$ cat config.mk
export PLATFORM = sky130hd
export DESIGN_NAME = tile_scheduler
export DESIGN_NICKNAME = d
export VERILOG_FILES = /design/src/rtl/tile_scheduler.sv
export SDC_FILE = /design/constraint.sdc
export NUM_CORES = 1
export LEC_CHECK = 0
export CORE_MARGIN = 2
export CORE_UTILIZATION = 48
export DETAILED_ROUTE_END_ITERATION = 6
export PLACE_DENSITY = 0.87
export SLEW_MARGIN = 30
export SYNTH_ARGS = -nofsm -noshare
export SYNTH_HDL_FRONTEND = slang
export SYNTH_SLANG_ARGS = --single-unit
$ cat constraint.sdc
create_clock -name clk -period 3.8 [get_ports clk]
set_clock_uncertainty 0.15 [all_clocks]
set_input_delay 0.76 -clock clk [delete_from_list [all_inputs] [get_ports clk]]
set_output_delay 0.76 -clock clk [all_outputs]
set_load 0.02 [all_outputs]
$ cat src/rtl/tile_scheduler.sv
// rtl/tile_scheduler.sv - per-tile job scheduler: one background job, then one job per visible sprite, in raster tile order.
module tile_scheduler #(
  parameter int TILE_LOG2 = 4,
  parameter int TILES_X   = 40,
  parameter int TILES_Y   = 30,
  parameter int SPR_W     = 10,
  parameter int POS_W     = 16,
  parameter int TEX_W     = 8,
  parameter int Z_W       = 8,
  localparam int TX_W     = $clog2(TILES_X),
  localparam int TY_W     = $clog2(TILES_Y),
  localparam int S_W      = TILE_LOG2 + 1
) (
  input  logic             clk,
  input  logic             reset,
  input  logic             i_cr_we,
  input  logic [3:0]       i_cr_addr,
  input  logic [SPR_W-1:0] i_cr_value,
  input  logic             i_frame_start,
  output logic [SPR_W-1:0] o_spirit_idx,
  input  logic [POS_W-1:0] i_spr_x,
  input  logic [POS_W-1:0] i_spr_y,
  input  logic [TEX_W-1:0] i_spr_tex,
  input  logic [Z_W-1:0]   i_spr_z,
  output logic [TX_W-1:0]  o_tile_x,
  output logic [TY_W-1:0]  o_tile_y,
  input  logic [TEX_W-1:0] i_tile_tex,
  output logic             o_job_valid,
  input  logic             i_job_ready,
  output logic [TEX_W-1:0] o_job_tex,
  output logic [Z_W-1:0]   o_job_z,
  output logic [S_W-1:0]   o_job_start_x,
  output logic [S_W-1:0]   o_job_start_y,
  output logic             o_tile_done,
  output logic             o_frame_done,
  output logic             o_busy
);

  localparam int E_W = POS_W + 1;
  localparam logic [E_W-1:0] T_E = E_W'(1 << TILE_LOG2);
  localparam logic [S_W-1:0] T_S = S_W'(1 << TILE_LOG2);

  typedef enum logic [2:0] {IDLE, BG, FETCH, CHECK, ISSUE, DONE} state_t;

  state_t           state, state_next;
  logic             render_ena, mode;
  logic [SPR_W-1:0] spr_cnt, cnt_q;

  logic [E_W-1:0] ox, oy, x_e, y_e, x_end, y_end;
  logic [S_W-1:0] sx_next, sy_next;
  logic           visible, last_spr, last_col, last_row, accept;

  // Coordinates are widened by one bit so x+T never wraps.
  assign ox      = E_W'(o_tile_x) << TILE_LOG2;
  assign oy      = E_W'(o_tile_y) << TILE_LOG2;
  assign x_e     = {1'b0, i_spr_x};
  assign y_e     = {1'b0, i_spr_y};
  assign x_end   = x_e + T_E;
  assign y_end   = y_e + T_E;
  assign sx_next = S_W'(x_end - ox);
  assign sy_next = S_W'(y_end - oy);
  assign visible = (i_spr_z != '0) && (x_end > ox) && (x_e < ox + T_E)
                && (y_end > oy) && (y_e < oy + T_E);

  assign last_spr = (o_spirit_idx == cnt_q);
  assign last_col = (o_tile_x == TX_W'(TILES_X - 1));
  assign last_row = (o_tile_y == TY_W'(TILES_Y - 1));
  assign accept   = o_job_valid && i_job_ready;

  assign o_tile_done  = (state == DONE);
  assign o_frame_done = (state == DONE) && last_col && last_row;
  assign o_busy       = (state != IDLE);

  always_ff @(posedge clk) begin
    if (reset) state <= IDLE;
    else       state <= state_next;
  end

  always_comb begin
    state_next = state;
    case (state)
      IDLE:  if (render_ena && (mode || i_frame_start)) state_next = BG;
      BG:    if (accept) state_next = (cnt_q == '0) ? DONE : FETCH;
      FETCH: state_next = CHECK;
      CHECK: if (visible)       state_next = ISSUE;
             else if (last_spr) state_next = DONE;
             else               state_next = FETCH;
      ISSUE: if (i_job_ready) state_next = last_spr ? DONE : FETCH;
      DONE:  if (last_col && last_row) state_next = (mode && render_ena) ? BG : IDLE;
             else                      state_next = render_ena ? BG : IDLE;
      default: state_next = IDLE;
    endcase
  end

  always_ff @(posedge clk) begin
    if (reset) begin
      render_ena    <= 1'b1;
      mode          <= 1'b1;
      spr_cnt       <= SPR_W'(2);
      cnt_q         <= '0;
      o_tile_x      <= '0;
      o_tile_y      <= '0;
      o_spirit_idx  <= '0;
      o_job_valid   <= 1'b0;
      o_job_tex     <= '0;
      o_job_z       <= '0;
      o_job_start_x <= '0;
      o_job_start_y <= '0;
    end else begin
      if (i_cr_we) begin
        case (i_cr_addr)
          4'h0: render_ena <= i_cr_value[0];
          4'h4: mode       <= i_cr_value[0];
          4'h8: spr_cnt    <= i_cr_value;
          default: ;
        endcase
      end

      if (state_next == BG && state != BG) cnt_q <= spr_cnt;

      if (state_next == FETCH && state != FETCH)
        o_spirit_idx <= (state == BG) ? SPR_W'(1) : o_spirit_idx + SPR_W'(1);

      // BG spends its first cycle registering the tilemap texture of the new tile.
      case (state)
        BG: begin
          if (!o_job_valid) begin
            o_job_valid   <= 1'b1;
            o_job_tex     <= i_tile_tex;
            o_job_z       <= '0;
            o_job_start_x <= T_S;
            o_job_start_y <= T_S;
          end else if (i_job_ready) begin
            o_job_valid <= 1'b0;
          end
        end
        CHECK: if (visible) begin
          o_job_valid   <= 1'b1;
          o_job_tex     <= i_spr_tex;
          o_job_z       <= i_spr_z;
          o_job_start_x <= sx_next;
          o_job_start_y <= sy_next;
        end
        ISSUE: if (i_job_ready) o_job_valid <= 1'b0;
        DONE: begin
          if (last_col) begin
            o_tile_x <= '0;
            o_tile_y <= last_row ? '0 : o_tile_y + TY_W'(1);
          end else begin
            o_tile_x <= o_tile_x + TX_W'(1);
          end
        end
        default: ;
      endcase
    end
  end

endmodule

# [Word-level counts from Yosys, hierarchy flattened]
# Index checks and enable logic that the tools add are counted.
[word_totals] ff_bits=73 in_bits=75 output_inout_bits=51 wordCells=98
[classes] addsub=9 order_cmp=4 eq_ne=17 n_mux=29 reduce_logical=26
[ops] cell="16-bit by 5-bit adder with 17-bit output, second input constant" count=2
[ops] cell="8-bit two-way mux" count=4
[ops] cell="8-bit case mux with 2 select lines" count=2
[ops] cell="5-bit two-way mux" count=4
[ops] cell="5-bit case mux with 2 select lines" count=2
[ops] cell="3-bit two-way mux" count=6
[ops] cell="3-bit case mux with 6 select lines" count=1
[ops] cell="17-bit by 10-bit > comparator with 1-bit output" count=1
[ops] cell="17-bit by 9-bit > comparator with 1-bit output" count=1
[ops] cell="16-bit by 10-bit less-than comparator with 1-bit output" count=1
[ops] cell="16-bit by 11-bit less-than comparator with 1-bit output" count=1
[ops] cell="1-bit logical AND" count=12
[ops] cell="10-bit by 5-bit adder with 11-bit output, second input constant" count=1
[ops] cell="10-bit by 1-bit adder with 10-bit output, second input constant" count=1
[ops] cell="9-bit by 5-bit adder with 10-bit output, second input constant" count=1
[ops] cell="10-bit == test" count=1
[ops] cell="10-bit zero test" count=1
[ops] cell="10-bit two-way mux" count=1
[ops] cell="5-bit subtractor" count=2
[ops] cell="3-bit by 2-bit == test with 1-bit output, second input constant" count=3
[ops] cell="2-bit AND reduction" count=4
[ops] cell="8-bit nonzero test" count=1
[ops] cell="1-bit two-way mux" count=7
[ops] cell="6-bit by 1-bit adder with 6-bit output, second input constant" count=1
[ops] cell="18 further kinds" count=24

# [Longest topological paths before layout]
[depth] word_depth=10 mapped_depth=13 ltp_nobuf=12

# [Least setup slack after synthesis]
# No wires, ideal clock.
[synth_timing] kind="in2reg" start="in i_spr_x[4]" end="reg o_spirit_idx[1]" setup_time_ps=65 arrival_time_ps=3137 required_time_ps=3585 setup_slack_ps=448 cell_stages=11 n_path_buf=1 path_cell_list="ha_1 > ha_1 > or3b_2 > o32a_1 > o41ai_1 > o211ai_2 > o21ai_4 > o31a_4 > buf_6 > mux2_2 > nor2_1"
[synth_between] elab_chain_cells=10 word_cells_on_any_way=11 cone_classes="1 x add/sub; 2 x order compare; 1 x eq/ne; 2 x mux; 5 x reduce/logical"
[synth_rtl] element="start, declared" line="21" text="input logic [POS_W-1:0] i_spr_x,"
[synth_rtl] element="16-bit by 5-bit adder with 17-bit output" line="58" text="assign x_end = x_e + T_E;"
[synth_rtl] element="17-bit by 10-bit > comparator with 1-bit output" line="62" text="assign visible = (i_spr_z != '0) && (x_end > ox) && (x_e < ox + T_E)"
[synth_rtl] element="1-bit logical AND" line="62"
[synth_rtl] element="1-bit logical AND (*)" line="62"
[synth_rtl] element="1-bit logical AND (*) (2 in series)" line="63" text="&& (y_end > oy) && (y_e < oy + T_E);"
[synth_rtl] element="3-bit two-way mux (*)" line="85" text="CHECK: if (visible) state_next = ISSUE;"
[synth_rtl] element="3-bit case mux with 6 select lines (*)" line="81" text="case (state)"
[synth_rtl] element="3-bit by 2-bit == test with 1-bit output (*)" line="121" text="if (state_next == FETCH && state != FETCH)"
[synth_rtl] element="1-bit logical AND (*)" line="121"
[synth_rtl] element="end signal, assigned" line="122" text="o_spirit_idx <= (state == BG) ? SPR_W'(1) : o_spirit_idx + SPR_W'(1);"
[synth_rtl] element="end, declared" line="20" text="output logic [SPR_W-1:0] o_spirit_idx,"
# Mark *: on every way between the ends. The rest lies on a longest branch, timed or not.
# A chain may end at the register's enable or synchronous reset.

# [Final worst setup path]
[layout_timing] start="in i_spr_x[4]" end="reg o_spirit_idx[9]"
# Same word-level chain as after synthesis.

==> results.py <==
metrics = {
    "global_route": {
        "grt_use_total_pct": 25.90,
        "grt_pass1_vias": 4683,
        "grt_pass1_wl_um": 21210,
        "grt_max_degree": 56,
        "overflow": 0,
        "antenna_found_initial": 0,
    },
    "detailed_routing": {
        "dr.pass1.iters": 5,
        "drt_iter0_markers": 234,
        "drt-total-wl_um": 13280,
        "viasPerCell": 5.932,
        "wire_per_inst_um": 16.80,
        "num_vias": 4686,
        "drcViolationCount": 0,
        "antenna_left": 0,
    },
    "place": {
        "hpwl_um": 9887,
        "post_dp_cell_area_um2": 5936,
        "dpl_worst_slack_ns": -0.2545,
        "place_congestion": 0.9609,
        "io_buffers": 125,
    },
    "clock_tree": {
        "numCtsBuffers": 9,
        "cts_root_buf": "clkbuf_8",
        "post-cts-setup-buffer-count": 0,
        "cts_sinks": 73,
        "hold_buffers": 0,
        "clk_latency_ns": 0.35,
        "tritoncts": "yes",
        "clock_path_buffers": 2,
        "cts.reportedPaths.clkPinSlew_ns": 0.08,
        "h-tree-depth": 3,
    },
    "critical_path": {
        "arrival_ns": 3.78,
        "cp_slowest_cell": "clkdlybuf4s50_1",
        "cp_common_cell": "ha_1",
        "worstSetupPathType": "input port to register",
        "crit_family": "compound AO/OA/AOI/OAI gates",
        "crit_required_ns": 3.91,
        "crit_path_cell_trace": "clkdlybuf4s50_1, ha_1, ha_1, or3b_2, o32a_1, o41ai_1, o211ai_2, o21ai_4, buf_6, o31ai_4, o21ba_2, a311oi_1",
        "crit_path_end_kind": "register",
        "cp_max_fo": 6,
        "max_stage_delay_ns": 0.45,
        "crit_path_start_kind": "input port",
        "cp.buffers_inverters": 2,
    },
    "synthesis": {
        "synth_top_cell_by_area": "dfxtp_1",
        "synth_area_um2": 4427,
        "synth_top_area_share_pct": 33.01,
        "synth-main-ff-cell": "dfxtp_1",
        "synth_common_cells": "dfxtp_1, nor2_1, a21oi_1, nand3_1, nand2_1",
        "avgSynthCellArea_um2": 8.290,
        "syn_nets": 639,
        "ys_types": 60,
        "synth_edf_count": 0,
        "async_reset_ff_share_pct": 0,
        "yosys_warnings": 0,
        "ys_top_cells_by_area": "dfxtp_1, ha_1, a21oi_1",
        "ys_ff_latch": 73,
        "synth.yosys.seq_area_share_pct": 33.01,
        "synth.most_common_cell": "dfxtp_1",
        "netlist_instances": 534,
    },
    "timing": {
        "min_period_over_period_pct": 96.48,
        "max_freq_mhz": 272.8,
        "fin_ws_ns": 0.1337,
        "rsz0062_at_grt": "no",
        "final-hold-violation-count": 0,
        "slew_headroom_pct": 52.58,
        "worst_slew_pin_slew_ns": 0.7075,
        "fin_crit_ns": 3.666,
        "maxSlewViolCount": 0,
        "timing.hold.ws_ns": 0.3251,
        "setup_violations": 0,
    },
    "layout": {
        "fin_area_um2": 6168,
        "antenna_cells": 0,
        "n_fill_cell": 748,
        "num-nets-final": 779,
        "drive_gt1_share_pct": 10.46,
        "syn_to_final_growth_pct": 39.34,
    },
    "pwr": {
        "fin_total_pwr_uw": 1831,
        "peakVddDrop_mv": 0.2620,
        "power.density_nw_per_um2": 296.8,
        "p_leak_uw": 0.002340,
    },
    "floorplanning": {
        "die_area_um2": 10010,
        "chipWidth_um": 100.0,
        "core_um2": 9109,
        "io_pins": 126,
        "die_y_um": 100.0,
        "rows": 35,
        "initial_core_util_pct": 48.60,
    },
    "min_path": {
        "hp-class": "register to register",
    },
    "flow_run": {
        "max_cap_viol_count": 0,
    },
    "outcome": {
        "outcome": "completed",
    },
}
[kinds of logic after synthesis]
| group | share of synthesized area, % |
|---|---|
| flip-flops | 33.01 |
| AO/OA/AOI/OAI | 21.51 |
| adder cells (fa/ha/maj) | 8.479 |
| buffers and inverters | 4.579 |
| AND/OR/NAND/NOR | 22.92 |
| XOR/XNOR | 4.946 |
| multiplexers | 4.551 |
[layer usage]
| layer | track usage (%) | part of all wire [%] | up-vias |
|---|---|---|---|
| met3 | 5.153 | 7.0 | 27 |
| met5 | 0 | 0 | - |
| li1 | - | - | 2257 |
| met4 | 10.64 | 2.4 | 0 |
| met1 | 31.35 | 42 | 2203 |
| met2 | 45.01 | 48 | 199 |
[sequential cells by signal, summed over array words and instances (netlist names)]
| register | flops |
|---|---|
| o_tile_y | 5 |
| o_job_start_y | 5 |
| o_spirit_idx | 10 |
| o_job_valid | 1 |
| spr_cnt | 10 |
| o_job_z | 8 |
| cnt_q | 10 |
| o_job_start_x | 5 |
| mode | 1 |
| o_job_tex | 8 |
| render_ena | 1 |
| o_tile_x | 6 |
| state | 3 |
[worst reg2reg max path: cells and delay by family (launching register included)]
| kind | cells | cell delay, ns |
|---|---|---|
| compound gates | 5 | 1.56 |
| flops | 1 | 0.47 |
| simple gates | 4 | 0.84 |
| fa+ha+maj | 1 | 0.32 |
| buf+inv | 1 | 0.13 |
[path summary, 6_finish.rpt]
kind                                 start                            to  slack (ns)  cells past startpoint
setup / recovery                i_spr_x[4]  o_spirit_idx[9]$_SDFFE_PP0P_        0.13                     12
hold / removal     o_job_z[5]$_SDFFE_PP0P_       o_job_z[5]$_SDFFE_PP0P_        0.33                      2
setup reg to reg  o_tile_y[2]$_SDFFE_PP0P_  o_spirit_idx[6]$_SDFFE_PP0P_        0.25                     11
hold reg to reg    o_job_z[5]$_SDFFE_PP0P_       o_job_z[5]$_SDFFE_PP0P_        0.33                      2
[cell type report]
cell class / count / area (um2) / area share, %
Clock inverter: 7 / 61.31 / 0.9939
Sequential cell: 73 / 1461 / 23.69
Clock buffer: 9 / 123.9 / 2.008
Multi-Input combinational cell: 412 / 2804 / 45.46
Tap cell: 111 / 138.9 / 2.252
Inverter: 23 / 86.33 / 1.400
Timing Repair Buffer: 155 / 1493 / 24.20
[what timing repair did]
action	CTS	global route
endpoints found under the hold margin	0	0
endpoints found under the setup margin	0	14
resized for setup	0	9
[metrics by stage]
| step | util, % | setup TNS (ns) | instances |
|---|---|---|---|
| 6_report | 67.72 | 0 | 790 |
| 5_1_grt | 67.72 | 0 | 790 |
| 4_1_cts | 67.20 | 0 | 789 |
| 3_5_place_dp | 65.16 | -5.274 | 773 |
| 3_3_place_gp | 65.16 | -2.210 | 773 |
| 2_1_floorplan | - | 0 | 534 |
[layout by cell type, fill, tap and decap left out, types with 21 or more instances in the layout]
master	n
ha_1	30
nand3_1	38
inv_1	23
buf_4	29
nor2_1	46
clkdlybuf4s50_1	123
nor3_1	21
dfxtp_1	73
a21oi_1	44
nand2_1	34
[power breakdown]
group | internal (uW) | switching [uW]
Sequential | 791 | 23.1
Combinational | 216 | 222
Clock | 249 | 330
Total | 1260 | 575
(Power assumes the default switching activity.)
